## config.mk

```make
export PLATFORM = sky130hd
export DESIGN_NAME = quant_relu_flat
export DESIGN_NICKNAME = d
export VERILOG_FILES = /design/src/rtl/quant_relu_if.sv /design/src/rtl/quant_relu.sv /design/src/flat_wrapper.sv
export SDC_FILE = /design/constraint.sdc
export NUM_CORES = 2
export LEC_CHECK = 0
export BUFFER_PORTS_ARGS = -buffer_cell sky130_fd_sc_hd__buf_2
export CAP_MARGIN = 0
export CELL_PAD_IN_SITES_DETAIL_PLACEMENT = 0
export CELL_PAD_IN_SITES_GLOBAL_PLACEMENT = 1
export CORE_ASPECT_RATIO = 0.6
export CORE_MARGIN = 5
export CORE_UTILIZATION = 27
export CTS_CLUSTER_DIAMETER = 120
export DETAILED_ROUTE_END_ITERATION = 16
export GPL_TIMING_DRIVEN = 0
export PLACE_DENSITY = 0.52
export REMOVE_ABC_BUFFERS = 1
export SLEW_MARGIN = 5
export SYNTH_ARGS = -nofsm -noshare
export SYNTH_HDL_FRONTEND = slang
export SYNTH_SLANG_ARGS = --single-unit
```

## constraint.sdc

```tcl
create_clock -name clk -period 9.65 [get_ports clk]
set_input_delay 1.4475 -clock clk [delete_from_list [all_inputs] [get_ports clk]]
set_output_delay 1.4475 -clock clk [all_outputs]
set_load 0.005 [all_outputs]
```

## src/rtl/quant_relu_if.sv

```systemverilog
// Handshake and result bundle for the quant_relu requantize + ReLU block.
// The master side issues start/a and observes the status and result lines.
// The slave side is the quant_relu datapath itself.
interface quant_relu_if;
    logic               start;
    logic signed [63:0] a;
    logic               busy;
    logic signed [8:0]  num_quant;
    logic               quant_ok;
    logic signed [7:0]  out;
    logic               done;

    modport master (
        output start,
        output a,
        input  busy,
        input  num_quant,
        input  quant_ok,
        input  out,
        input  done
    );

    modport slave (
        input  start,
        input  a,
        output busy,
        output num_quant,
        output quant_ok,
        output out,
        output done
    );
endinterface

```

## src/rtl/quant_relu.sv

```systemverilog
// Requantization followed by ReLU for one convolution accumulator.
// The flow is: multiply by Q, round and shift by SHIFT, saturate to 9 bits, clamp to 0..127.
// A five-state FSM runs one request at a time.
// Every output comes straight from a register, so there is no path from input to output.
module quant_relu #(
    parameter logic [31:0] Q     = 32'd2014687024,
    parameter int unsigned SHIFT = 31
) (
    input  logic           clk,
    input  logic           rst,
    quant_relu_if.slave    bus
);

    typedef enum logic [2:0] {
        IDLE = 3'd0,
        MUL  = 3'd1,
        RND  = 3'd2,
        QSAT = 3'd3,
        RELU = 3'd4
    } state_t;

    // Rounding bias is one half of an output LSB (round half toward +infinity).
    localparam logic signed [96:0] RND_ADD = 97'sd1 <<< (SHIFT - 32'd1);
    localparam logic signed [96:0] SAT_HI  = 97'sd255;
    localparam logic signed [96:0] SAT_LO  = -97'sd256;
    localparam logic signed [8:0]  NQ_MAX  = 9'sh0FF;
    localparam logic signed [8:0]  NQ_MIN  = 9'sh100;

    state_t             state_r;
    logic               busy_r;
    logic signed [63:0] a_r;
    logic signed [96:0] p_r;
    logic signed [96:0] r_r;
    logic signed [8:0]  nq_r;
    logic               qok_r;
    logic signed [7:0]  out_r;
    logic               done_r;

    logic signed [96:0] a_ext_s;
    logic signed [96:0] q_ext_s;
    logic signed [96:0] prod_s;
    logic signed [96:0] rnd_s;

    // Clamp the full-width rounded value into the signed 9-bit range; never wraps.
    function automatic logic signed [8:0] sat9(input logic signed [96:0] v);
        logic signed [8:0] res;
        if (v > SAT_HI) begin
            res = NQ_MAX;
        end else if (v < SAT_LO) begin
            res = NQ_MIN;
        end else begin
            res = v[8:0];
        end
        return res;
    endfunction

    // ReLU with an upper clamp at 127 so the result fits a signed byte.
    function automatic logic signed [7:0] relu8(input logic signed [8:0] v);
        logic signed [7:0] res;
        if (v[8]) begin
            res = 8'sd0;
        end else if (v[7]) begin
            res = 8'sd127;
        end else begin
            res = {1'b0, v[6:0]};
        end
        return res;
    endfunction

    // Arithmetic on registered operands: full 97-bit product, then the rounded arithmetic shift.
    always_comb begin
        a_ext_s = {{33{a_r[63]}}, a_r};
        q_ext_s = {65'd0, Q};
        prod_s  = a_ext_s * q_ext_s;
        rnd_s   = (p_r + RND_ADD) >>> SHIFT;
    end

    // Control FSM and all datapath/output registers; an unknown state code falls back to IDLE.
    always_ff @(posedge clk or negedge rst) begin
        if (!rst) begin
            state_r <= IDLE;
            busy_r  <= 1'b0;
            a_r     <= 64'sd0;
            p_r     <= 97'sd0;
            r_r     <= 97'sd0;
            nq_r    <= 9'sd0;
            qok_r   <= 1'b0;
            out_r   <= 8'sd0;
            done_r  <= 1'b0;
        end else begin
            done_r <= 1'b0;
            case (state_r)
                IDLE: begin
                    if (bus.start) begin
                        a_r     <= bus.a;
                        qok_r   <= 1'b0;
                        busy_r  <= 1'b1;
                        state_r <= MUL;
                    end else begin
                        state_r <= IDLE;
                    end
                end
                MUL: begin
                    p_r     <= prod_s;
                    state_r <= RND;
                end
                RND: begin
                    r_r     <= rnd_s;
                    state_r <= QSAT;
                end
                QSAT: begin
                    nq_r    <= sat9(r_r);
                    qok_r   <= 1'b1;
                    state_r <= RELU;
                end
                RELU: begin
                    out_r   <= relu8(nq_r);
                    done_r  <= 1'b1;
                    busy_r  <= 1'b0;
                    state_r <= IDLE;
                end
                default: begin
                    busy_r  <= 1'b0;
                    state_r <= IDLE;
                end
            endcase
        end
    end

    assign bus.busy      = busy_r;
    assign bus.num_quant = nq_r;
    assign bus.quant_ok  = qok_r;
    assign bus.out       = out_r;
    assign bus.done      = done_r;

endmodule

```

## src/flat_wrapper.sv

```systemverilog
// flat-port wrapper written by rule: the top's interface ports become plain ports
module quant_relu_flat 
#(
    parameter logic [31:0] Q     = 32'd2014687024,
    parameter int unsigned SHIFT = 31
)
  (clk, rst, bus_start, bus_a, bus_busy, bus_num_quant, bus_quant_ok, bus_out, bus_done);
  quant_relu_if bus_i ();
  input  logic clk;
  input  logic rst;
  input wire logic [$bits(bus_i.start)-1:0] bus_start;
  input wire logic [$bits(bus_i.a)-1:0] bus_a;
  output wire logic [$bits(bus_i.busy)-1:0] bus_busy;
  output wire logic [$bits(bus_i.num_quant)-1:0] bus_num_quant;
  output wire logic [$bits(bus_i.quant_ok)-1:0] bus_quant_ok;
  output wire logic [$bits(bus_i.out)-1:0] bus_out;
  output wire logic [$bits(bus_i.done)-1:0] bus_done;
  assign bus_i.start = bus_start;
  assign bus_i.a = bus_a;
  assign bus_busy = bus_i.busy;
  assign bus_num_quant = bus_i.num_quant;
  assign bus_quant_ok = bus_i.quant_ok;
  assign bus_out = bus_i.out;
  assign bus_done = bus_i.done;
  quant_relu #(.Q(Q), .SHIFT(SHIFT)) u_core (.clk(clk), .rst(rst), .bus(bus_i));
endmodule
```

; ---- Yosys cells after proc, flatten, opt, wreduce, memory -nomap -nowiden
; Cells that the tools add are included.
[classes]
muxes = 11
n_lt_le_gt_ge = 2
mul = 1
reduce_logical = 6
n_addsub = 1
bitwise_logic = 1
shifts = 0
n_eq_ne = 5
div = 0
[op_table]
columns = op, count
row1 = "adder 97 x 32 -> 97 bit, second input constant", 1
row2 = "multiplier 64 x 28 -> 92 bit, second input constant", 1
row3 = "greater-than comparator 66 x 9 -> 1 bit, second input constant", 1
row4 = "less-than comparator 66 x 9 -> 1 bit, second input constant", 1
row5 = two-way mux 9 bit, 2
row6 = one-hot mux 3 bit (4 select lines), 1
row7 = two-way mux 8 bit, 1
row8 = two-way mux 7 bit, 1
row9 = "== test 3 x 2 -> 1 bit, second input constant", 2
row10 = AND reduction 2 bit, 3
row11 = two-way mux 1 bit, 4
row12 = one-hot mux 1 bit (2 select lines), 2
row13 = "== test 3 x 1 -> 1 bit, second input constant", 1
row14 = "== test 3 bit, second input constant", 1
row15 = zero test 3 bit, 1
row16 = OR reduction 3 bit, 1
row17 = "inequality test 2 bit, second input constant", 1
row18 = nonzero test 2 bit, 1
row19 = inverter 1 bit, 1
[word_totals]
romBits = 0
mem_count = 0
ram_bits = 0
latchBits = 0
out_inout_bits = 20
register_bits = 246
inputBits = 67

; ---- Longest topological paths before layout
[depth]
depth_word = 4
depth_mapped = 26

; ---- Worst setup path before layout
; No wires, ideal clock.
[synth_timing]
kind = reg2reg
start = register u_core.a_r[63]
end = register u_core.p_r[93]
setup_time_ns = 0.133
stages_incl_launch_ff = 24
arrival_time_ns = 6.856
synth_period_minus_slack_ns = 6.989
setup_slack_ns = 2.661
required_ns = 9.517
path_cell_list = dfrtp_1 > buf_1 > clkbuf_1 > xor2_1 > fa_1 > fa_1 > inv_1 > fa_1 > inv_1 > fa_1 > inv_1 > fa_1 > inv_1 > fa_1 > inv_1 > ha_1 > and4_1 > and2_1 > nand2_1 > or2_2 > o21ba_2 > o31ai_1 > xnor2_1 > o21ai_0
[synth_between]
elab_chain_cells = 1
[synth_lines]
columns = element, line
row1 = from (decl), quant_relu.sv:31  ; logic signed [63:0] a_r;
row2 = from (signal assigned), quant_relu.sv:95  ; a_r <= bus.a;
row3 = multiplier 64 x 28 -> 92 bit, quant_relu.sv:74  ; prod_s = a_ext_s * q_ext_s;
row4 = to (signal assigned), quant_relu.sv:104  ; p_r <= prod_s;
row5 = to (decl), quant_relu.sv:32  ; logic signed [96:0] p_r;
; Every way passes these cells.
; A chain may end at the register's enable or synchronous reset.

; ---- Final worst setup path
[layout_timing]
start = register u_core.a_r[5]
end = register u_core.p_r[95]
; The elaborated chain is that of the path after synthesis.

==> run summary <==
FLOORPLAN
--------------------------------------------------------------------------------------------------
Die Wd                                                                                      517 um
Count of standard-cell rows                                                                    111
Effective utilization at floorplan                                                           27.2%
I/O Pins                                                                                        87
Overall die area                                                                       162000 um^2
Vertical die dimension                                                                      314 um
Core box area                                                                          153000 um^2

GRT
--------------------------------------------------------------------------------------------------
Number of antenna violations at the first check in global routing                                1
Overflow left after global routing                                                               0
Via count of the first global-routing pass                                                   30100
Total global-route track usage                                                               16.3%
First-pass GRT wire length                                                               199000 um
Largest net degree at the start of global routing                                               99

PLACEMENT
--------------------------------------------------------------------------------------------------
Total of buffers placed on input and output ports                                               85
Final weighted congestion of routability-driven global placement                             0.864
Placed Cells                                                                                  6463
Half-perimeter wire length after detailed placement                                      115000 um
Pre-CTS setup slack                                                                       0.946 ns

CLOCK TREE
--------------------------------------------------------------------------------------------------
H-tree depth                                                                                     1
Hold buffer count at CTS                                                                         0
Clock transition time at the flip-flop clock pins of the worst setup and hold paths        0.06 ns
TritonCTS clock tree                                                                         built
Inserted Clock Buffers                                                                          30
Quantity of gates resized following cts                                                          0
Clock latency on the worst-skew pair                                                       0.66 ns
CTS Root Buffer Type                                                                  sky130_fd_sc_hd__clkbuf_16
Clock sink count                                                                               218
Clock Path Buffers                                                                               3
Post-CTS Setup Bufs                                                                              0

LAYOUT
--------------------------------------------------------------------------------------------------
Top library cells by usage in the layout, fill and taps aside                         sky130_fd_sc_hd__inv_1 (1233), sky130_fd_sc_hd__fa_1 (759), sky130_fd_sc_hd__ha_1 (537), sky130_fd_sc_hd__nand2_1 (343), sky130_fd_sc_hd__o21ai_0 (249)
Fraction of layout cells with a size suffix above 1                                          4.55%
Filler Cells Inserted                                                                        16300
Area taken by multi-input logic gates                                                   31100 um^2
Sequential standard cell area                                                            5460 um^2
Fin util                                                                                     29.7%
Most frequent standard cell in the layout excluding fill and tap cells                sky130_fd_sc_hd__inv_1
Number of nets at the end of the flow                                                         5824
Finished Layout Cells                                                                         6517
Area growth from synthesis to layout                                                         9.21%

CRITICAL PATH
--------------------------------------------------------------------------------------------------
Type of destination of the critical path                                                      flop
Worst path buffer plus inverter count                                                            3
Critical path cell sequence                                                           ha_1 > xor2_1 > ha_1 > ha_1 > a21oi_1 > fa_1 > fa_1 > inv_1 > fa_1 > inv_1 > fa_1 > inv_1 > ha_1 > nand4_1 > nor4_1 > nand2_1 > a21oi_1 > o211ai_1 > a21oi_1 > a21oi_2 > nor4b_1 > or4_1 > nand3_1
Required time at the endpoint of the critical path                                        10.17 ns
CP top delay family                                                                    adder cells
Max Fanout on Critical Path                                                                     11
CP startpoint kind                                                                            flop
Worst endpoint data arrival time                                                           9.36 ns
Peak per-stage delay on the critical path                                                  0.78 ns
Path type of the worst setup path                                                          reg2reg
Slowest CP cell                                                                       sky130_fd_sc_hd__dfrtp_1

ROUTING
--------------------------------------------------------------------------------------------------
Residual antenna-violating net count after detailed routing                                      0
Post-Route WL                                                                            130000 um
Average detailed-routed wire length per instance                                           19.9 um
DRT iter0 DRCs                                                                                1908
Post-route DRC                                                                                   0
Number of search-and-repair iterations in the first detailed-routing pass                        5
DR vias                                                                                      28500
Average vias per placed instance                                                              4.37

SYNTHESIS
--------------------------------------------------------------------------------------------------
Post-synth EDFFs                                                                                 0
Flop and latch count out of synthesis                                                          218
Count of unique library cells instantiated by Yosys                                             72
Average size of a mapped cell                                                            9.38 um^2
Warning count from the yosys run                                                                 0
Sequential share of the synthesized area                                                     13.1%
Leading register cell type out of synthesis                                           sky130_fd_sc_hd__dfrtp_1
Cell area after synthesis                                                               41600 um^2
Post-Synthesis Cells                                                                          4434
Post-synthesis async set-or-reset flop share                                                  100%

STA
--------------------------------------------------------------------------------------------------
RSZ-0062 raised after global routing                                                         false
Hold Violations, Final                                                                           0
Measured slew at the worst slew-check pin                                                  1.35 ns
Minimum clock period                                                                       8.84 ns
Worst hold slack across all endpoints                                                     0.470 ns
Final Max Tran Viols                                                                             0
Fraction of the cycle the final worst path needs                                             91.6%
Setup Skew                                                                               0.0269 ns
Final worst setup slack                                                                   0.815 ns
Worst slew margin                                                                            9.33%
Max frequency                                                                            0.113 GHz
Final setup viols                                                                                0

RUN STATUS
--------------------------------------------------------------------------------------------------
Run status                                                                               completed

WORST HOLD PATH
--------------------------------------------------------------------------------------------------
Worst hold-check path type                                                                 reg2reg

RUN
--------------------------------------------------------------------------------------------------
MaxCap Viol Count                                                                                0

-- synth_stat cells, drive strengths merged, types with 15 or more instances --
cell type	count	share of area (%)
o31ai	17	0.32
inv	1233	11
nand2	345	3.1
nor2	86	0.78
nand3	56	0.67
o21bai	18	0.32
and2	39	0.59
ha	537	16
xor2	122	2.6
a21oi	127	1.5
a31oi	16	0.24
nor3	32	0.41
o21ai	255	3.1
dfrtp	218	13
nor4	30	0.45
fa	759	37
xnor2	87	1.8
nand4	76	1.1
nor2b	15	0.23
and3	24	0.36
clkbuf	95	0.86
a21o	70	1.3
or2	26	0.39
-- worst paths after layout --
check,startpoint,to,slack (ns),cells after the start
setup / recovery,u_core.a_r[5],u_core.p_r[95],0.81,23
hold / removal,u_core.r_r[0],u_core.r_r[0],0.47,2
setup reg to reg,u_core.a_r[5],u_core.p_r[95],0.81,23
hold reg to reg,u_core.r_r[0],u_core.r_r[0],0.47,2
max in group asynchronous,rst,u_core.bus.out[3],7.57,3
min in group asynchronous,rst,u_core.a_r[50],0.68,1
-- per-stage QoR --
step	TNS (ns)	cell area, um^2
CTS	0	45400
floorplan	-0.532	41200
detailed placement	0	44400
finish	0	45400
global route	0	45400
global placement	-643.31	44100
-- final cells by class --
cell class	instances	share of cell area [%]
diodes	1	0.00551
clock buffers	39	1.82
clock inverters	14	0.413
inverters	1233	10.2
multi-input cells	2874	68.5
flip-flops and latches	218	12.0
well taps	2034	5.60
repair buffers	104	1.48
-- metal layers --
metal | part of all wire (%) | up-vias | routed length (um) | GRT usage, %
li1 | - | 13800 | - | -
met1 | 61 | 14200 | 79000 | 30.0
met2 | 32 | 502 | 41700 | 18.4
met3 | 6.4 | 48 | 8270 | 3.71
met4 | 0.80 | 0 | 1040 | 1.23
met5 | 0 | - | 0 | 0
-- worst reg2reg max path, delay by kind of cell, from the launching register on --
family,cells,cell delay [ns]
buffers and inverters,3,0.14
adder cells (fa/ha/maj),8,3.65
AND/OR/NAND/NOR,6,1.70
XOR/XNOR,1,0.44
flip-flops,1,0.78
AO/OA/AOI/OAI,5,2.01
-- cells by family (layout without fill, tap and decap cells) --
kind of cell,count (synthesis),after routing,synth area share (%)
flops,218,218,13.1
fa+ha+maj,1296,1296,52.7
simple gates,774,774,8.95
buf+inv,1342,1390,12.2
mux,6,6,0.153
compound gates,588,588,8.51
xor+xnor,209,209,4.40
other cells,1,2,0.00902
-- flip-flops by register name, summed over array words and instances, names as in the netlist --
| name | count |
|---|---|
| u_core.p_r | 66 |
| u_core.r_r | 66 |
| u_core.a_r | 64 |
| u_core.bus.num_quant | 9 |
| u_core.bus.out | 7 |
| u_core.state_r | 3 |
| u_core.bus.busy | 1 |
| u_core.bus.done | 1 |
| u_core.bus.quant_ok | 1 |
Power is left out: the tool's default activity adds up to more than one toggle a clock period on the data nets, which glitch-free logic cannot reach.
